[config.mk]
export PLATFORM = sky130hd
export DESIGN_NAME = instruction_queue
export DESIGN_NICKNAME = d
export VERILOG_FILES = /design/src/rtl/instruction_queue.sv
export SDC_FILE = /design/constraint.sdc
export NUM_CORES = 1
export LEC_CHECK = 0
export CORE_MARGIN = 3
export CORE_UTILIZATION = 55
export DETAILED_ROUTE_END_ITERATION = 16
export PLACE_DENSITY = 0.75
export SLEW_MARGIN = 20
export SYNTH_ARGS = -nofsm -noshare
export SYNTH_HDL_FRONTEND = slang
export SYNTH_SLANG_ARGS = --single-unit
[constraint.sdc]
create_clock -name clk_in -period 9.9 [get_ports clk_in]
set_input_delay 1.98 -clock clk_in [delete_from_list [all_inputs] [get_ports clk_in]]
set_output_delay 1.98 -clock clk_in [all_outputs]
set_load 0.05 [all_outputs]
[src/rtl/instruction_queue.sv]
// Circular instruction FIFO between fetch and decoder.
// Holds {inst, pc} pairs, presents the oldest entry, flushable by decoder or ROB.
module instruction_queue #(
   parameter int IDWidth      = 32,
   parameter int AddressWidth = 32,
   parameter int QueueSizeLog = 3
) (
   input  logic                    clk_in,
   input  logic                    rst_in,
   input  logic                    rdy_in,
   input  logic                    if_instqueue_en_in,
   input  logic [IDWidth-1:0]      if_instqueue_inst_in,
   input  logic [AddressWidth-1:0] if_instqueue_pc_in,
   output logic                    instqueue_if_full_out,
   input  logic                    dispatcher_instqueue_stall_in,
   output logic                    instqueue_decoder_en_out,
   output logic [IDWidth-1:0]      instqueue_decoder_inst_out,
   output logic [AddressWidth-1:0] instqueue_decoder_pc_out,
   input  logic                    decoder_instqueue_rst_in,
   input  logic                    rob_instqueue_rst_in
);

   localparam int unsigned Depth = 1 << QueueSizeLog;
   localparam logic [QueueSizeLog:0] CountMax  = {1'b1, {QueueSizeLog{1'b0}}};
   localparam logic [QueueSizeLog:0] FullMark  = CountMax - 1'b1;

   logic [IDWidth-1:0]      inst_mem_q [Depth];
   logic [AddressWidth-1:0] pc_mem_q   [Depth];

   logic [QueueSizeLog-1:0] head_q, head_d;
   logic [QueueSizeLog-1:0] tail_q, tail_d;
   logic [QueueSizeLog:0]   count_q, count_d;

   logic flush;
   logic pop;
   logic push;

   assign flush = decoder_instqueue_rst_in | rob_instqueue_rst_in;
   assign pop   = (count_q != '0) & ~dispatcher_instqueue_stall_in & ~flush & rdy_in & rst_in;
   // A full queue still accepts a push when the head leaves in the same cycle.
   assign push  = if_instqueue_en_in & ((count_q < CountMax) | pop) & ~flush & rdy_in & rst_in;

   always_comb begin
      head_d  = head_q;
      tail_d  = tail_q;
      count_d = count_q;
      if (!rst_in || flush) begin
         head_d  = '0;
         tail_d  = '0;
         count_d = '0;
      end else if (rdy_in) begin
         if (push) tail_d = tail_q + 1'b1;
         if (pop)  head_d = head_q + 1'b1;
         unique case ({push, pop})
            2'b10:   count_d = count_q + 1'b1;
            2'b01:   count_d = count_q - 1'b1;
            default: count_d = count_q;
         endcase
      end
   end

   always_ff @(posedge clk_in) begin
      head_q  <= head_d;
      tail_q  <= tail_d;
      count_q <= count_d;
      if (push) begin
         inst_mem_q[tail_q] <= if_instqueue_inst_in;
         pc_mem_q[tail_q]   <= if_instqueue_pc_in;
      end
   end

   assign instqueue_decoder_en_out   = pop;
   assign instqueue_decoder_inst_out = inst_mem_q[head_q];
   assign instqueue_decoder_pc_out   = pc_mem_q[head_q];
   assign instqueue_if_full_out      = (count_q >= FullMark);

endmodule

Yosys cells after proc, flatten, opt, wreduce, memory -nomap -nowiden. Memory sizes are Yosys's and may differ from the RTL's. A register that Yosys moved wholly into a read port is not among the register bits. Cells that the tools add are included.

$lt $le $gt $ge: 2. Muxes and demuxes: 7. Bitwise logic cells: 12. Equal/unequal tests: 2. Reduce and logical (&&, ||, !) cells: 7. $add $sub $neg: 4.

Operator list (count): $mux 3 (4); $and 1x1->1 (8); $pmux 4 s2 (1); $add 3x1->3 const B (2); $reduce_and 2->1 (3); $add 4x1->4 const B (1); $ge 4x3->1 const B (1); $lt 4x4->1 const B (1); $reduce_bool 4->1 (1); $sub 4x1->4 const B (1); $eq 2x1->1 const B (1); $eq 2x2->1 const B (1); $mux 1 (2); $not 1->1 (2); $or 1x1->1 (2); $reduce_bool 2->1 (1); $logic_not 1->1 (1); $logic_or 1x1->1 (1).

Register bits: 10. Logic and storage cells: 39. Output and inout bits: 66. Input bits: 71. Memories kept: 2. Bits in writable memories: 512.

Memories: inst_mem_q (words 8, width 32, read ports 1, clocked after memory_dff 1, write ports 1, RTL line 27) `logic [IDWidth-1:0] inst_mem_q [Depth];`; pc_mem_q (words 8, width 32, read ports 1, clocked after memory_dff 1, write ports 1, RTL line 28) `logic [AddressWidth-1:0] pc_mem_q [Depth];`.

Depth between registers and ports, before layout. Gate-level depths: netlist (run 1).

Word-level depth: 13. Gate-level depth with buffers: 11. Depth with buffers taken out: 10.

Worst setup path before layout (run 1). Ideal clock, no wire load.

Kind: input -> register. Start: input dispatcher_instqueue_stall_in. End: memory inst_mem_q[4][0] (enable). Buffers on the path: 1. Data required time: 9.335 ns. Cell stages on the path: 5. Arrival: 6.900 ns. Library setup time: 0.565 ns. Path slack: 2.435 ns. Cell sequence: nand2_1 -> and3_1 -> clkbuf_1 -> nand3_1 -> nor3_1.

Cells in the longest elaborated chain, start to end: 12.

Ends and longest elaborated chain: start: declaration (RTL line 15) `input logic dispatcher_instqueue_stall_in,`; $not 1->1 (RTL line 39) `assign pop = (count_q != '0) & ~dispatcher_instqueue_stall_in & ~flush & rdy_in & rst_in;`; $and 1x1->1 (4 in series) (RTL line 39); $or 1x1->1 (RTL line 41) `assign push = if_instqueue_en_in & ((count_q < CountMax) | pop) & ~flush & rdy_in & rst_in;`; $and 1x1->1 (4 in series) (RTL line 41); $mux 1 (RTL line 66) `if (push) begin`; $mux 1 (implied by the code) (RTL line 67) `inst_mem_q[tail_q] <= if_instqueue_inst_in;`; end: declaration (RTL line 27).

Every way passes these cells.

Worst setup path after layout (run 1).
Start: input rdy_in. End: output instqueue_decoder_en_out.

Cells in the longest elaborated chain, start to end: 2.

Ends and longest elaborated chain: start: declaration (RTL line 10) `input logic rdy_in,`; $and 1x1->1 (2 in series) (RTL line 39); end: declaration (RTL line 16) `output logic instqueue_decoder_en_out,`.

Every way passes these cells.

==> results of run 1 <==
==> worst max-delay path: stages <==
cell and delay (ns):
clkdlybuf4s50_1 0.51, nor3b_1 0.46, and2_1 0.25, clkdlybuf4s50_1 0.82
==> logic make-up (layout without fill, tap and decap cells) <==
family,count (synthesis),count (layout),share of synthesized area
fa+ha+maj,5,5,0.00314
xor+xnor,7,7,0.00308
simple gates,41,41,0.0111
other cells,0,2,0
compound gates,9,9,0.00276
mux,195,195,0.182
buf+inv,38,240,0.0126
flops,525,525,0.785
==> cells in the mapped netlist, drive strengths merged (2+ instances only) <==
library cell  count
edfxtp          512
mux4            128
mux2             64
buf              25
nor2             16
clkbuf           13
dfxtp            13
a21oi             5
ha                5
nand2             5
xnor2             4
and2              3
mux2i             3
xor2              3
nand2b            2
nand3b            2
nor3              2
==> layout by cell type, fill, tap and decap left out, types with 6 or more instances in the layout <==
| cell | n |
|---|---|
| clkinv_2 | 9 |
| clkbuf_1 | 11 |
| clkinv_1 | 11 |
| nor2_4 | 6 |
| clkbuf_16 | 53 |
| mux2_2 | 64 |
| nor2_1 | 10 |
| dfxtp_1 | 10 |
| buf_4 | 12 |
| edfxtp_1 | 512 |
| mux4_2 | 128 |
| clkdlybuf4s50_1 | 136 |
==> final cells by class <==
type                            instances  area [um^2]
Antenna cell                            2         5.00
Tap cell                              461          577
Multi-Input combinational cell        257         4090
Clock buffer                           64         1370
Clock inverter                         26          244
Timing Repair Buffer                  150         1500
Fill cell                            2267        12200
Sequential cell                       525        15600
==> where the power goes <==
part,internal [mW],total (mW),switching (mW)
clock network,1.10,1.85,0.754
logic,0.0340,0.0770,0.0430
registers,2.44,2.44,0.000925
==> flip-flops by register name (all words and copies together) (netlist names), named ones only <==
signal	cells
head_q	3
pc_mem_q	256
tail_q	3
count_q	4
inst_mem_q	256
==> worst max path at each step <==
| stage | start | endpoint | slack [ns] | cells after the start |
|---|---|---|---|---|
| after floorplan | dispatcher_instqueue_stall_in | inst_mem_q[4][0]$_DFFE_PP_ | 2.44 | 5 |
| after global placement | rdy_in | instqueue_decoder_en_out | 3.97 | 4 |
| after detailed placement | rdy_in | instqueue_decoder_en_out | 3.92 | 4 |
| after CTS | flip-flop | instqueue_decoder_inst_out[4] | 3.89 | 4 |
| after global routing | flip-flop | instqueue_decoder_inst_out[4] | 3.78 | 4 |
| final | rdy_in | instqueue_decoder_en_out | 3.90 | 4 |
==> routing by layer <==
metal | global-route usage | share of wire | vias to the layer above | routed length [um]
met3 | 0.0417 | 0.064 | 50 | 2350
met1 | 0.282 | 0.43 | 4625 | 15600
met4 | 0.0415 | 0.016 | 2 | 567
met2 | 0.314 | 0.49 | 249 | 18100
met5 | 0 | 0.00036 | - | 13
li1 | - | - | 3815 | -
==> metrics, run 1 <==
DR pass1 iterations 5; Via density between 5 and 6; layout cells sized above 1 0.282; aggregate global-route resource usage 0.194; Layout Nets roughly 1100; Post-CTS Hold Fix Bufs 0; Hold Crit Class reg -> reg; Seq cells post-synth ~530; Seq/Total Area, Yosys 0.785; initial antenna violation count 1; # clock sinks about 530; Max Cap Viol 0; FF-to-FF path depth 5; FFs w/ async S/R, synth 0; Synth cell types 35; Die X-Extent just under 200 um; fin crit share 0.606; gp weighted congestion between 0.7 and 0.8; Yosys top cell area share 0.772; TritonCTS buffer count 51; number of global-route vias before repair between 9000 and 10000; cell accounting for the most synthesized area edfxtp_1; Avg WL per Cell 24.6 um; CTS clk-pin slew, worst paths 0.06 ns; area of the mapped netlist about 0.020 mm^2; Synth area leaders edfxtp_1, mux4_2, mux2_2; R2R Setup Slk ~7 ns; critical path required time approximately 7.9 ns; Layout Cells excl Fill 1485; first-pass GRT wire length approximately 56000 um; Final Hold Fails 0; Primary FF master, synth edfxtp_1; Post-CTS Setup Inserts 0; fin. max-slew vios 0; hold_ws 0.520 ns; RSZ-0062 raised after global routing false; Ys Warns 0; post_cts resized 0; Overflow after GRT 0; DR iter-0 viols a little under 700; Longest Clk Path Bufs 3; PnR worst setup slack about 4 ns; DRC Markers 0; worst-margin pin slew around 1.0 ns; core box area between 0.03 and 0.04 mm^2; status finished clean; I/O pin total between 100 and 150; ANT nets after route 0; peak supply drop approximately 0.13 mV; CP Class in -> out; final total power about 4.4 mW; H-Tree Depth 2; Power Dens Cells approximately 190 mW/mm^2; vias after detailed routing around 9000; CTS tree yes; Total Wirelength around 37000 um; Slew headroom 0.312; Initial Util 0.559; Placed Area 0.0218 mm^2; r2r endpoint inst_mem_q[3][30]$_DFFE_PP_; Die Y between 150 and 200 um; Synthesized Nets around 900; pin count of the biggest net entering global routing 121; post-detail-place hpwl around 18000 um; worst skew pair latency 0.56 ns; Core Util, Final 0.657; Critical R2R Launch count_q[3]$_SDFFE_PP0P_; startpoint class of the critical path input port; Post-Synthesis Cells 820; Post-synth EDFFs 512; Die Area 0.0385 mm^2; fin crit period 6.00 ns; Final Instance Area 0.0234 mm^2; dpl ws between 3 and 4 ns; num rows 69; Fmax achieved roughly 170 MHz; clk_skew 0.0108 ns; hold path startpoint head_q[2]$_SDFFE_PP0P_; Arr. time, crit path 4.02 ns; leakage power between 7 and 8 nW; Setup TNS Final 0 ns; Final setup violation count 0; Area growth syn-to-layout 17.6%; crit end category primary output; syn_area_per_cell ~24 um^2; port bufs 136; worst-path maximum fanout 5; Worst Hold Path Cells 2; placed insts 1392; clk root buf clkbuf_16
Note: power is estimated with default switching activity, not from simulation.
==> run 2: changes to the inputs <==
- clock period: 9.9 -> 5.8 ns (I/O delays scaled with it)
==> run 2 against run 1 <==
Sequential power rose by 71%. Non-clock buffer count up 10. Register-to-register slack worse by 3.9 ns. Combinational power is 71% higher. Sequential share of layout area is essentially flat. Critical path depth unchanged. Worst hold slack gained 0.015 ns. Critical path type is now reg -> out. Highest routed layer unchanged.
==> metrics, run 2 (synthesized netlist as in run 1, its figures left out) <==
status finished clean; first-pass GRT wire length between 50000 and 60000 um; number of global-route vias before repair around 9300; Die X-Extent 196 um; Longest Clk Path Bufs 3; Total Wirelength around 36000 um; Die Area 0.0385 mm^2; pin count of the biggest net entering global routing 78; layout cells sized above 1 0.283; crit end category primary output; DRC Markers 0; leakage power around 7.1 nW; worst skew pair latency between 0.5 and 0.6 ns; crit-path max cell delay between 0.9 and 1 ns; Critical Path Slowest Stage Cell dfxtp_4; clk_skew between 0.009 and 0.01 ns; diode count 0; RSZ-0062 raised after global routing false; leading cell types in the layout, fill and taps excluded edfxtp_1, clkdlybuf4s50_1, mux4_2, mux2_2, clkbuf_16; ANT nets after route 0; r2r endpoint count_q[3]$_SDFFE_PP0P_; cells along the critical path buf_4 > mux4_2 > mux2_2 > clkdlybuf4s50_1; aggregate global-route resource usage 0.190; H-Tree Depth 2; Switch Pwr between 1 and 1.5 mW; post_cts resized 0; gp weighted congestion approximately 0.72; Final Hold Fails 0; port bufs around 140; post-detail-place hpwl between 15000 and 20000 um; DR pass1 iterations 5; clk root buf clkbuf_16; Avg WL per Cell 23.9 um; Max Cap Viol 0; Post-CTS Setup Inserts 0; fin. max-slew vios 0; internal power a little under 6 mW; Area growth syn-to-layout 17.6%; worst-path maximum fanout between 40 and 50; Fmax achieved approximately 220 MHz; Overflow after GRT 0; Final setup violation count 0; Final Instance Area between 0.02 and 0.025 mm^2; leading cell type in the layout, fill and taps excluded edfxtp_1; Layout Nets 1069; CTS clk-pin slew, worst paths about 0.060 ns; FF-to-FF path depth 8; DR iter-0 viols about 700; Critical R2R Launch count_q[1]$_SDFFE_PP0P_; Placed Area around 0.022 mm^2; fin crit period roughly 4.6 ns; Die Y about 200 um; peak supply drop between 0.2 and 0.25 mV; Net Sw Frac 0.184; Slew headroom 0.342; initial antenna violation count 1; worst-margin pin slew 0.984 ns; CTS tree yes; Arr. time, crit path 3.42 ns; fin crit share 0.790; R2R Setup Slk roughly 3.1 ns; I/O pin total around 140; Hold Crit Class reg -> reg; Flop pwr share 0.574; largest registers inst_mem_q x256, pc_mem_q x256, count_q x4; num rows 69; vias after detailed routing between 8000 and 9000; Setup TNS Final 0 ns; TritonCTS buffer count between 40 and 50; critical path required time around 4.6 ns; CP Class reg -> out; Power Dens Cells 310 mW/mm^2; Clock Power Share 0.408; Post-CTS Hold Fix Bufs 0; combinational share of power 0.018; core box area ~0.036 mm^2; Via density about 5.9; Worst Hold Path Cells 2; Initial Util 0.559; hold path startpoint head_q[2]$_SDFFE_PP0P_; # clock sinks ~530; startpoint class of the critical path flip-flop
## run 2: cell count changes in the layout (fill, tap and decap cells not counted), moves of 3 or more
cell / previous run / this run
buf_4: 12 / 18
bufinv_16: 5 / 2
buf_12: 1 / 6
clkbuf_1: 11 / 18
## run 2: through the flow
stage | utilization | worst slack (ns) | hold slack (ns) | power [mW] | cells
after floorplan | - | 0.867 | 0.474 | 4.28 | 820
after global placement | 0.615 | 1.49 | 0.502 | 4.37 | 1403
after detailed placement | 0.615 | 1.45 | 0.520 | 4.38 | 1403
after CTS | 0.657 | 1.09 | 0.530 | 7.33 | 1492
after global routing | 0.657 | 0.986 | 0.564 | 7.49 | 1492
final | 0.657 | 1.22 | 0.535 | 7.26 | 1492
## run 2: worst max path at each step
stage	from	end	slack [ns]
after CTS	flip-flop	instqueue_decoder_inst_out[21]	1.09
after detailed placement	rdy_in	instqueue_decoder_en_out	1.45
after global placement	rdy_in	instqueue_decoder_en_out	1.49
final	flip-flop	instqueue_decoder_inst_out[27]	1.22
after global routing	flip-flop	instqueue_decoder_inst_out[21]	0.99
after floorplan	dispatcher_instqueue_stall_in	inst_mem_q[7][0]$_DFFE_PP_	0.87
## run 2: per-layer routing
layer,global-route usage,wire (um),up-vias
met4,0.0446,639,2
li1,-,-,3837
met2,0.302,17500,255
met5,0,13,-
met3,0.0417,2340,49
met1,0.277,15200,4605
## run 2: power groups by stage
stage	Combinational, mW	Sequential [mW]	Clock (mW)
floorplan	0.0311	4.25	0
global route	0.142	4.16	3.19
global placement	0.126	4.24	0
detailed placement	0.132	4.25	0
finish	0.132	4.17	2.96
CTS	0.132	4.16	3.03
## run 2: area by class of cell
cell class                 instances  area (um^2)
clock buffer                      69         1340
clock inverter                    20          145
fill                            2298        12200
multi-input combinational        257         4100
sequential                       525        15600
tap                              461          577
timing repair buffer             160         1620
## run 2: worst max-delay path: cells and delay by family (launching register included)
kind,cells,cell delay (ns)
buffers and inverters,2,1.08
DFF,1,0.92
muxes,2,0.80
